File: src/rtl/mem_access_unit.sv
// MEM-stage data-memory access unit: req/ack bus transaction with stall, store lane
// steering and load extraction. Optional bus timeout enabled by defining MEM_TIMEOUT_EN.
module mem_access_unit #(
    parameter int TIMEOUT = 16
) (
    input  logic        clk,
    input  logic        reset,
    input  logic        ex_valid,
    input  logic        ex_mem_read,
    input  logic        ex_mem_write,
    input  logic [1:0]  ex_size,
    input  logic        ex_unsigned,
    input  logic [31:0] ex_alu_result,
    input  logic [31:0] ex_store_data,
    output logic        mem_stall,
    output logic [31:0] mem_data,
    output logic        mem_misalign,
    output logic        mem_bus_err,
    output logic        dbus_req,
    output logic        dbus_we,
    output logic [31:0] dbus_addr,
    output logic [31:0] dbus_wdata,
    output logic [3:0]  dbus_be,
    input  logic [31:0] dbus_rdata,
    input  logic        dbus_ack
);

    typedef enum logic [1:0] {
        S_IDLE = 2'd0,
        S_BUSY = 2'd1,
        S_DONE = 2'd2
    } state_t;

    state_t r_state;
    state_t w_state_next;

    logic        w_is_mem;
    logic        w_aligned;
    logic        w_start;
    logic        w_finish;
    logic        w_timeout;
    logic        w_stall;
    logic        w_misalign;
    logic [31:0] w_wdata;
    logic [3:0]  w_be;
    logic [7:0]  w_byte;
    logic [15:0] w_half;
    logic [31:0] w_load_ext;

    logic        r_req;
    logic        r_we;
    logic [31:0] r_addr;
    logic [31:0] r_wdata;
    logic [3:0]  r_be;
    logic [31:0] r_mem_data;
    logic [1:0]  r_lane;
    logic [1:0]  r_size;
    logic        r_unsigned;
    logic        r_is_load;

    assign w_is_mem = ex_mem_read | ex_mem_write;

    always_comb begin
        w_aligned = 1'b1;
        case (ex_size)
            2'b00:   w_aligned = 1'b1;
            2'b01:   w_aligned = ~ex_alu_result[0];
            default: w_aligned = (ex_alu_result[1:0] == 2'b00);
        endcase
    end

    // Qualified by reset so the combinational outputs also read 0 while reset is held.
    assign w_start = reset & ex_valid & w_is_mem & w_aligned;

    // Store lane steering; a simultaneous read+write is treated as a store.
    always_comb begin
        w_wdata = ex_store_data;
        w_be    = 4'b1111;
        if (ex_mem_write) begin
            case (ex_size)
                2'b00: begin
                    w_wdata = {4{ex_store_data[7:0]}};
                    w_be    = 4'b0001 << ex_alu_result[1:0];
                end
                2'b01: begin
                    w_wdata = {2{ex_store_data[15:0]}};
                    w_be    = ex_alu_result[1] ? 4'b1100 : 4'b0011;
                end
                default: begin
                    w_wdata = ex_store_data;
                    w_be    = 4'b1111;
                end
            endcase
        end else begin
            w_wdata = 32'h0;
            w_be    = 4'b1111;
        end
    end

    // Load extraction uses the lane/size captured at request time.
    always_comb begin
        w_byte = dbus_rdata[7:0];
        case (r_lane)
            2'd0:    w_byte = dbus_rdata[7:0];
            2'd1:    w_byte = dbus_rdata[15:8];
            2'd2:    w_byte = dbus_rdata[23:16];
            default: w_byte = dbus_rdata[31:24];
        endcase
        w_half = r_lane[1] ? dbus_rdata[31:16] : dbus_rdata[15:0];
        case (r_size)
            2'b00:   w_load_ext = {{24{~r_unsigned & w_byte[7]}}, w_byte};
            2'b01:   w_load_ext = {{16{~r_unsigned & w_half[15]}}, w_half};
            default: w_load_ext = dbus_rdata;
        endcase
    end

`ifdef MEM_TIMEOUT_EN
    localparam int CNT_W = ($clog2(TIMEOUT) > 8) ? $clog2(TIMEOUT) : 8;

    logic [CNT_W-1:0] r_cnt;
    logic             r_bus_err;

    // An ack arriving on the limit cycle takes priority over the abort.
    assign w_timeout = (r_state == S_BUSY) && !dbus_ack
                       && (r_cnt == CNT_W'(TIMEOUT - 1));

    always_ff @(posedge clk or negedge reset) begin
        if (!reset) begin
            r_cnt     <= '0;
            r_bus_err <= 1'b0;
        end else begin
            r_bus_err <= w_timeout;
            if (r_state != S_BUSY) begin
                r_cnt <= '0;
            end else if (!dbus_ack) begin
                r_cnt <= r_cnt + 1'b1;
            end
        end
    end

    assign mem_bus_err = r_bus_err;
`else
    assign w_timeout   = 1'b0;
    assign mem_bus_err = 1'b0;
`endif

    assign w_finish = (r_state == S_BUSY) && (dbus_ack || w_timeout);

    always_ff @(posedge clk or negedge reset) begin
        if (!reset) begin
            r_state <= S_IDLE;
        end else begin
            r_state <= w_state_next;
        end
    end

    always_comb begin
        w_state_next = r_state;
        w_stall      = 1'b0;
        w_misalign   = 1'b0;
        case (r_state)
            S_IDLE: begin
                w_misalign = reset & ex_valid & w_is_mem & ~w_aligned;
                if (w_start) begin
                    w_stall      = 1'b1;
                    w_state_next = S_BUSY;
                end
            end
            S_BUSY: begin
                w_stall = 1'b1;
                if (dbus_ack || w_timeout) begin
                    w_state_next = S_DONE;
                end
            end
            S_DONE: begin
                // EX/MEM still holds the finished instruction, so no restart here.
                w_state_next = S_IDLE;
            end
            default: begin
                w_state_next = S_IDLE;
            end
        endcase
    end

    always_ff @(posedge clk or negedge reset) begin
        if (!reset) begin
            r_req      <= 1'b0;
            r_we       <= 1'b0;
            r_addr     <= 32'h0;
            r_wdata    <= 32'h0;
            r_be       <= 4'h0;
            r_mem_data <= 32'h0;
            r_lane     <= 2'd0;
            r_size     <= 2'd0;
            r_unsigned <= 1'b0;
            r_is_load  <= 1'b0;
        end else begin
            if ((r_state == S_IDLE) && w_start) begin
                r_req      <= 1'b1;
                r_we       <= ex_mem_write;
                r_addr     <= {ex_alu_result[31:2], 2'b00};
                r_wdata    <= w_wdata;
                r_be       <= w_be;
                r_lane     <= ex_alu_result[1:0];
                r_size     <= ex_size;
                r_unsigned <= ex_unsigned;
                r_is_load  <= ~ex_mem_write;
            end else if (w_finish) begin
                r_req <= 1'b0;
                if (r_is_load) begin
                    r_mem_data <= dbus_ack ? w_load_ext : 32'h0;
                end
            end
        end
    end

    assign mem_stall    = w_stall;
    assign mem_misalign = w_misalign;
    assign mem_data     = r_mem_data;
    assign dbus_req     = r_req;
    assign dbus_we      = r_we;
    assign dbus_addr    = r_addr;
    assign dbus_wdata   = r_wdata;
    assign dbus_be      = r_be;

endmodule

File: config.mk
export PLATFORM = sky130hd
export DESIGN_NAME = mem_access_unit
export DESIGN_NICKNAME = d
export VERILOG_FILES = /design/src/rtl/mem_access_unit.sv
export SDC_FILE = /design/constraint.sdc
export NUM_CORES = 1
export LEC_CHECK = 0
export BUFFER_PORTS_ARGS = -buffer_cell sky130_fd_sc_hd__buf_2
export CAP_MARGIN = 20
export CORE_ASPECT_RATIO = 2
export CORE_MARGIN = 5
export CORE_UTILIZATION = 40
export DETAILED_ROUTE_END_ITERATION = 10
export PLACE_DENSITY = 0.74
export SETUP_SLACK_MARGIN = 0.1
export SLEW_MARGIN = 40
export SYNTH_ARGS = -nofsm -noshare
export SYNTH_HDL_FRONTEND = slang
export SYNTH_SLANG_ARGS = --single-unit
File: constraint.sdc
create_clock -name clk -period 2.05 [get_ports clk]
set_input_delay 0.3075 -clock clk [delete_from_list [all_inputs] [get_ports clk]]
set_output_delay 0.3075 -clock clk [all_outputs]
set_load 0.01 [all_outputs]
==> results of run 1 <==
## metal layers
layer  share of wire (%)  GRT usage [%]
met1                  34           22.0
met2                  56           37.3
met3                 6.1           4.49
met4                 3.8           9.66
met5                   0              0
## synth_stat cells (all sizes together)
cell     number
buf          11
nand2       111
a211oi        7
or4           1
o2111ai       1
o221a         7
clkbuf       32
nor4bb        1
a21o          2
nor2b         2
dfrtp       108
a32oi         1
a21oi        28
inv          13
and3b         7
nand2b        4
nand4b        1
conb          1
mux4          1
and2          1
a32o          1
mux2i        10
nor2          5
nor4          3
and3          1
mux2         52
o21ai        66
a31oi         1
nor3          8
nand3        32
## report_power, final
part           internal, W  switching (W)
combinational      0.00111        0.00129
sequential         0.00277       0.000372
clock             0.000946       0.000778
## worst paths after layout
check / from / to / slack, ps / depth (start not counted)
max: r_state[1]$_DFFE_PN0P_ / dbus_addr[10]$_DFFE_PN0P_ / 160 / 6
min: reset / mem_data[10]$_DFFE_PN0P_ / 30 / 2
max reg2reg: r_state[1]$_DFFE_PN0P_ / dbus_addr[10]$_DFFE_PN0P_ / 160 / 6
min reg2reg: dbus_wdata[0]$_DFFE_PN0P_ / dbus_wdata[0]$_DFFE_PN0P_ / 480 / 2
max in group asynchronous: reset / mem_data[26]$_DFFE_PN0P_ / 960 / 3
min in group clk: ex_alu_result[3] / dbus_addr[3]$_DFFE_PN0P_ / 190 / 2
## flip-flops by register name, indices dropped and copies added, names as in the netlist
signal	flops
dbus_we	1
dbus_req	1
dbus_addr	30
r_lane	2
mem_data	32
r_unsigned	1
dbus_wdata	32
dbus_be	4
r_state	2
r_size	2
r_is_load	1
## area by class of cell
class                           instances  area (um2)
Fill cell                            1205        5890
Sequential cell                       108        2700
Tap cell                              150         188
Inverter                               13        48.8
Clock buffer                           10         229
Timing Repair Buffer                  231        1270
Multi-Input combinational cell        357        2240
Clock inverter                          5        61.3
## what timing repair did
item / in CTS / in global routing
gates cloned: 0 / 1
pin swaps: 2 / 2
setup endpoints to repair: 1 / 39
resized for setup: 2 / 2
setup buffers: 3 / 0
hold buffers: 0 / 0
## cells by family after synthesis
logic type      after synthesis  share of synthesized area, %
simple gates                177                          16.3
flops                       108                          52.3
mux                          63                          13.7
other cells                   1                        0.0726
compound gates              114                          12.6
buf+inv                      56                          4.97
## worst reg2reg max path: cells and delay by family, from the launching register on
family                 cells  cell delay (ps)
multiplexers               1              320
AND/OR/NAND/NOR            1              300
AO/OA/AOI/OAI              1              150
flip-flops                 1              400
buffers and inverters      3              600
## stage by stage
step           instances  setup slack, ps
3_3_place_gp         855              252
2_1_floorplan        521              163
3_5_place_dp         855              204
6_report             874              162
5_1_grt              874             76.3
4_1_cts              873              113
==> impl_metrics.json, run 1 <==
{
  "status": "finished clean",
  "path_class": "reg2reg",
  "ant_nets": 0,
  "antennaDiodeCount": 0,
  "hold_ws_ps": 34.2,
  "root_buffer": "clkbuf_16",
  "drt-total-wl_mm": 15.8,
  "finalSetupViolCount": 0,
  "finalPower_w": 0.00726,
  "place_area_um2": 6380,
  "power-per-cell-area_nw_per_um2": 1080,
  "hpwl_mm": 12.4,
  "path_clk_slew_ps": 70,
  "clock_sinks": 108,
  "area_growth_pct": 30.5,
  "h-tree-depth": 3,
  "crit_buf_inv": 3,
  "layout_commonest_cell": "buf_2",
  "hold_class": "in2async",
  "dr_total_vias": 4636,
  "p_leak_nw": 3.52,
  "tns_ps": 0,
  "hold_viol_final": 0,
  "crit_slowest_cell": "dfrtp_1",
  "worstMarginPinSlew_ps": 694,
  "track_usage_pct": 20.3,
  "core_um2": 12600,
  "peakVddDrop_mv": 0.453,
  "gp_congestion": 0.860,
  "final_cell_mix": "204 x buf_2, 110 x nand2_1, 108 x dfrtp_1, 66 x o21ai_0, 52 x mux2_2",
  "ys.warnings.count": 0,
  "grt_pass1_vias": 4897,
  "clock_path_buffers": 2,
  "final_util_pct": 53.3,
  "syn_inst": 519,
  "numCtsBuffers": 9,
  "cp-end-kind": "register",
  "vias_per_cell": 5.30,
  "numPortBuffers": 206,
  "dieArea_um2": 15400,
  "finalCritPeriodShare_pct": 92.1,
  "synth_top_cell_by_area": "dfrtp_1",
  "drv_slew": 0,
  "cp_common_cell": "buf_4",
  "grt_start_max_net_pins": 74,
  "skew_ps": 8.04,
  "layout-drive-gt1-share_pct": 43.9,
  "ys_seq_area_share_pct": 52.3,
  "synth-seq-cells": 108,
  "grt_pass1_wl_mm": 25.2,
  "initial_utilization_pct": 40.9,
  "drv_cap": 0,
  "route.detailed.drc": 0,
  "cp.arrival_ps": 2110,
  "cp_top_family": "buffers and inverters",
  "antenna_found_initial": 0,
  "synth_area_leaders": "dfrtp_1 52%, mux2_2 11%, nand2_1 8.1%",
  "synth_cell_types": 35,
  "critPathMaxStageDelay_ps": 400,
  "maxSlewHeadroom_pct": 53.8,
  "placementRows": 58,
  "netlist_area_um2": 5160,
  "crit_chain": "nor4bb_2, buf_4, o2111ai_4, buf_4, buf_16, mux2_2",
  "cp.required_ps": 2270,
  "syn_area_per_cell_um2": 9.95,
  "io_pins": 210,
  "drtIter0Drc": 149,
  "max_freq_mhz": 530,
  "overflow": 0,
  "crit_path_max_fanout": 37,
  "cp-start-kind": "register",
  "post_drt_wl_per_cell_um": 18.1,
  "dr.pass1.iters": 4,
  "cts_tree": "done",
  "rsz0062_at_grt": "true",
  "die_y_um": 171,
  "synth_top_cell_area_share_pct": 52.3,
  "final_cell_area_um2": 6740,
  "fin_crit_ps": 1890,
  "dieWidth_um": 90.3,
  "insertion_delay_ps": 340,
  "final_nets": 825
}
No activity file was read; power rests on OpenSTA's default activity.
==> run 2, diff against run 1 <==
Settings changed: ABC_AREA set to 1, PLACE_DENSITY 0.74 to 0.73.
==> run 2 against run 1 <==
Against the previous run:
- area after synthesis increased by 3.2%
- clock power rose by 5%
- routed wire length is 3.1% higher
- final area grew 0.78%
- critical endpoint is now mem_stall
- highest routed layer unchanged
==> impl_metrics.json, run 2 <==
{
  "status": "finished clean",
  "globalRouteMet2Util_pct": 36.6,
  "path_class": "reg2out",
  "route.detailed.drc": 0,
  "layout_commonest_cell": "nand2_1",
  "power-per-cell-area_nw_per_um2": 1090,
  "cts_resized": 0,
  "yosys.area_share.simple_pct": 30.5,
  "skew_ps": 10.7,
  "crit_slowest_cell": "dfrtp_1",
  "synth.most_common_cell": "nand2_1",
  "finalCritPeriodShare_pct": 89.2,
  "dr_total_vias": 5077,
  "syn_inst": 694,
  "cp.required_ps": 1740,
  "initial_utilization_pct": 40.8,
  "drt-total-wl_mm": 16.3,
  "cp_top_family": "simple AND/OR/NAND/NOR gates",
  "tns_ps": 0,
  "placementRows": 59,
  "cp.arrival_ps": 1520,
  "cp-start-kind": "register",
  "synth_top_family_by_area": "simple AND/OR/NAND/NOR gates",
  "final_nets": 994,
  "hold_viol_final": 0,
  "io_pins": 210,
  "crit_buf_inv": 1,
  "layout-drive-gt1-share_pct": 29.9,
  "finalSetupViolCount": 0,
  "grt_pass1_wl_mm": 25.4,
  "async_flop_share_pct": 100,
  "synth_commonest_cells": "315 x nand2_1, 108 x dfrtp_1, 48 x o21ai_0",
  "grt_start_max_net_pins": 69,
  "netlist_area_um2": 5330,
  "worstMarginPinSlew_ps": 626,
  "rsz0062_at_grt": "true",
  "post_drt_wl_per_cell_um": 15.5,
  "antenna_found_initial": 3,
  "cts_tree": "done",
  "synth_flop_cell": "dfrtp_1",
  "synth-seq-cells": 108,
  "synth_cell_types": 28,
  "track_usage_pct": 20.4,
  "synth_top_cell_by_area": "dfrtp_1",
  "drv_cap": 0,
  "peakVddDrop_mv": 0.441,
  "max_freq_mhz": 547,
  "grt_pass1_vias": 4981,
  "maxSlewHeadroom_pct": 58.3,
  "h-tree-depth": 3,
  "drtIter0Drc": 214,
  "synth_edf_count": 0,
  "p_leak_nw": 3.95,
  "vias_per_cell": 4.84,
  "synth_compound_area_share_pct": 10.5,
  "hpwl_mm": 12.6,
  "insertion_delay_ps": 350,
  "numCtsBuffers": 9,
  "numPortBuffers": 206,
  "fin_crit_ps": 1830,
  "instances_no_fill": 1049,
  "dieWidth_um": 91.6,
  "core_um2": 13100,
  "grt_busiest_layer": "met2",
  "area_growth_pct": 27.4,
  "drv_slew": 0,
  "ys.warnings.count": 0,
  "synth_area_leaders": "dfrtp_1 51%, nand2_1 22%, o21ai_0 4.5%",
  "synth_xor_area_share_pct": 0,
  "critPathMaxStageDelay_ps": 380,
  "final_cell_mix": "315 x nand2_1, 205 x buf_2, 108 x dfrtp_1, 48 x o21ai_0, 46 x nor2_1",
  "die_y_um": 173,
  "clock_path_buffers": 2,
  "synth_top_cell_area_share_pct": 50.7,
  "overflow": 0,
  "ant_nets": 0,
  "gp_congestion": 0.919,
  "ys_seq_area_share_pct": 50.7,
  "cp-end-kind": "output pin",
  "root_buffer": "clkbuf_16",
  "crit_path_max_fanout": 3,
  "grt_use_met1_pct": 21.8,
  "clock_sinks": 108,
  "crit_chain": "or2_1, nor4_4, nand2_4, nand2_1, buf_2",
  "dieArea_um2": 15900,
  "placed_cells": 1028,
  "hold_class": "in2async",
  "fillers": 1317,
  "synthAdderAreaFrac_pct": 0,
  "dr.pass1.iters": 5,
  "grt_use_met3_pct": 3.61,
  "path_clk_slew_ps": 70,
  "syn_area_per_cell_um2": 7.68,
  "synthMuxAreaShare_pct": 0
}
run 2: cell count changes in the layout (fill, tap and decap cells not counted), moves of 9 or more:
cell and change:
buf_4 -11, inv_1 +23, a21oi_1 -9, o21ai_0 -18, mux2_2 -52, or2_2 +13
o21ai_1 +12, nor2_1 +41, nand2_1 +205, mux2i_1 -10
run 2: kinds of logic (layout without fill, tap and decap cells):
| kind of cell | Yosys count | in the layout |
|---|---|---|
| and+or+nand+nor | 405 | 405 |
| DFF | 108 | 108 |
| AOI/OAI and AO/OA | 99 | 99 |
| buffers and inverters | 81 | 279 |
| other | 1 | 6 |
run 2: path summary, 6_finish.rpt:
| kind | startpoint | depth (start not counted) | slack, ps | endpoint |
|---|---|---|---|---|
| hold / removal | reset | 2 | 70 | mem_data[8]$_DFFE_PN0P_ |
| min in group clk | ex_alu_result[28] | 3 | 150 | dbus_addr[28]$_DFFE_PN0P_ |
| setup / recovery | r_state[1]$_DFFE_PN0P_ | 5 | 220 | mem_stall |
| max in group asynchronous | reset | 3 | 1020 | dbus_wdata[1]$_DFFE_PN0P_ |
| setup reg to reg | r_state[1]$_DFFE_PN0P_ | 8 | 370 | dbus_addr[11]$_DFFE_PN0P_ |
| hold reg to reg | mem_data[4]$_DFFE_PN0P_ | 2 | 470 | mem_data[4]$_DFFE_PN0P_ |
run 2: what timing repair did:
item | CTS | global route
endpoints found under the hold margin | 0 | 0
hold buffers | 0 | 0
pin swaps | 0 | 0
buffers inserted | 0 | 2
setup endpoints to repair | 1 | 2
gates cloned | 0 | 0
run 2: per-stage QoR:
stage | power [W] | cell area (um2) | util [%] | worst slack [ps] | hold WS, ps
after floorplan | 0.00454 | 5340 | - | 493 | 11.9
after global placement | 0.00563 | 6450 | 49.4 | 371 | 457
after detailed placement | 0.00566 | 6460 | 49.4 | 398 | 457
after CTS | 0.00748 | 6770 | 51.8 | 92.3 | 81.0
after global routing | 0.00788 | 6790 | 52.0 | 70.2 | 125
final | 0.00739 | 6790 | 52.0 | 221 | 68.2
run 2: final cells by class:
| cell class | instances | area [um2] | area share (%) |
|---|---|---|---|
| sequential | 108 | 2700 | 39.8 |
| multi-input combinational | 507 | 2200 | 32.4 |
| timing repair buffer | 223 | 1230 | 18.1 |
| clock buffer | 10 | 239 | 3.52 |
| tap | 152 | 190 | 2.80 |
| inverter | 40 | 150 | 2.21 |
| clock inverter | 6 | 70.1 | 1.03 |
| antenna | 3 | 7.51 | 0.111 |
run 2: worst reg2reg max path: stages, from the launching register on:
cell     delay (ps)
dfrtp_1         380
or2_1           260
nor4_4          210
nand2_4          80
buf_4           160
inv_2           230
buf_12          190
nand2_1          60
nand2_1          60
run 2: where the power goes:
group	switching, W	internal [W]
registers	0.000372	0.00277
logic	0.00145	0.000998
clock network	0.000805	0.000993
run 2: per-layer routing:
metal	share of wire, %	vias up
li1	-	2555
met5	0	-
met3	5.7	44
met1	36	2291
met2	53	187
met4	5.6	0
==> run 3, diff against run 2 <==
Settings changed: GPL_TIMING_DRIVEN set to 0.
==> run 3 against run 2 <==
Against the previous run:
- the flow now finishes with violations (negative setup slack)
- die area did not move
- routed wire length rose by 8.9%
- sequential power barely moved
- register-to-register slack got worse by 20 ps
- clock power fell by 7%
- critical path depth rose by 2
- combinational power rose by 5%
- clock skew fell by 1.8 ps
- flip-flop and latch count did not move
- highest routed layer unchanged
==> impl_metrics.json, run 3 (synthesis gave the netlist of run 2 again) <==
{
  "finalSetupViolCount": 1,
  "grt_pass1_vias": 5459,
  "drtIter0Drc": 274,
  "dr.pass1.iters": 6,
  "post_drt_wl_per_cell_um": 16.4,
  "cp.arrival_ps": 1750,
  "rsz0062_at_grt": "true",
  "crit_path_max_fanout": 10,
  "timing.rr.start": "r_size[0]$_DFFE_PN0P_",
  "finalPower_w": 0.00736,
  "die_y_um": 173,
  "antenna_found_initial": 3,
  "drv_cap": 0,
  "clock_sinks": 108,
  "placementRows": 59,
  "rr_worst_depth": 7,
  "gp_congestion": 0.959,
  "worstMarginPinSlew_ps": 516,
  "hpwl_mm": 13.7,
  "area_growth_pct": 32.4,
  "startpoint": "r_state[1]$_DFFE_PN0P_",
  "hold_viol_final": 0,
  "power-per-cell-area_nw_per_um2": 1040,
  "status": "complete, but fails checks",
  "cts_tree": "done",
  "route.detailed.drc": 0,
  "core_um2": 13100,
  "io_pins": 210,
  "p_leak_nw": 4.07,
  "drv_slew": 0,
  "ant_nets": 0,
  "path_class": "reg2out",
  "finalCritPeriodShare_pct": 100,
  "max_freq_mhz": 487,
  "root_buffer": "clkbuf_16",
  "hold_class": "in2async",
  "final_cell_area_um2": 7060,
  "track_usage_pct": 22.6,
  "drt-total-wl_mm": 17.7,
  "overflow": 0,
  "h-tree-depth": 3,
  "numPortBuffers": 205,
  "cp-end-kind": "output pin",
  "initial_utilization_pct": 40.8,
  "clock_path_buffers": 2,
  "final_cell_mix": "315 x nand2_1, 209 x buf_2, 108 x dfrtp_1, 48 x o21ai_0, 46 x nor2_1",
  "numCtsBuffers": 9,
  "cp-start-kind": "register",
  "peakVddDrop_mv": 0.453,
  "maxSlewHeadroom_pct": 65.6,
  "layout_commonest_cell": "nand2_1",
  "insertion_delay_ps": 340,
  "vias_per_cell": 4.90,
  "fin_crit_ps": 2050,
  "dr_total_vias": 5302,
  "final_nets": 1026,
  "dieWidth_um": 91.6,
  "fin_ws_ps": -3.45,
  "place_area_um2": 6590,
  "path_clk_slew_ps": 70,
  "dieArea_um2": 15900,
  "cp.required_ps": 1740,
  "layout-drive-gt1-share_pct": 30.3,
  "grt_start_max_net_pins": 30,
  "skew_ps": 8.95,
  "grt_pass1_wl_mm": 28.2,
  "violations": "negative setup slack"
}
## run 3: cell count changes in the layout (fill, tap and decap cells not counted), sizes merged
cell / before / now
clkbuf: 10 / 26
buf: 223 / 238
bufbuf: 0 / 2
bufinv: 1 / 0
clkinv: 4 / 3
clkinvlp: 0 / 1
dlygate4sd3: 0 / 1
inv: 41 / 40
## run 3: area by class of cell
cell class | instances | area (um2)
buffer | 41 | 288
sequential | 108 | 2700
tap | 152 | 190
fill | 1308 | 6010
clock buffer | 12 | 246
timing repair buffer | 214 | 1240
clock inverter | 4 | 33.8
antenna | 3 | 7.51
inverter | 40 | 150
multi-input combinational | 507 | 2200
## run 3: final timing paths
check / to / slack [ps]
setup / recovery: mem_stall / -3
hold / removal: dbus_addr[14]$_DFFE_PN0P_ / 20
setup reg to reg: mem_data[0]$_DFFE_PN0P_ / 350
hold reg to reg: dbus_addr[27]$_DFFE_PN0P_ / 470
max in group asynchronous: dbus_addr[16]$_DFFE_PN0P_ / 1290
min in group clk: dbus_addr[24]$_DFFE_PN0P_ / 160
## run 3: through the flow
step	utilization, %	TNS, ps	instances	hold slack, ps	worst slack (ps)
finish	54.0	-3.45	1081	18.4	-3.45
global route	54.0	-134	1081	15.2	-134
CTS	53.9	-51.9	1078	11.9	-51.9
detailed placement	50.4	-8850	1054	244	-375
global placement	50.2	-186720	1053	457	-1790
floorplan	-	0	696	11.9	493
## run 3: layer usage
layer,vias up,global-route usage (%),wire [um]
met3,50,3.43,842
met2,176,42.6,9820
li1,2623,-,-
met1,2453,22.9,6080
met4,0,12.9,974
met5,-,0,0
## run 3: report_power, final
part           total, W  switching (W)  internal, W
clock network   0.00167       0.000799     0.000870
logic           0.00258        0.00152      0.00106
registers       0.00311       0.000340      0.00277
## run 3: repair_timing
action	4_1_cts	5_1_grt
resized for setup	2	1
endpoints found under the setup margin	2	1
hold buffers	5	0
buffers inserted	1	0
hold endpoints to repair	51	0
pin swaps	0	0
cloned	2	0
## run 3: worst max-delay path: stages (launching register included)
cell and delay, ps:
dfrtp_1 380, or2_4 260, nor4_4 170, nand2_2 100, buf_6 170, buf_6 140, nand2_1 50, buf_2 140
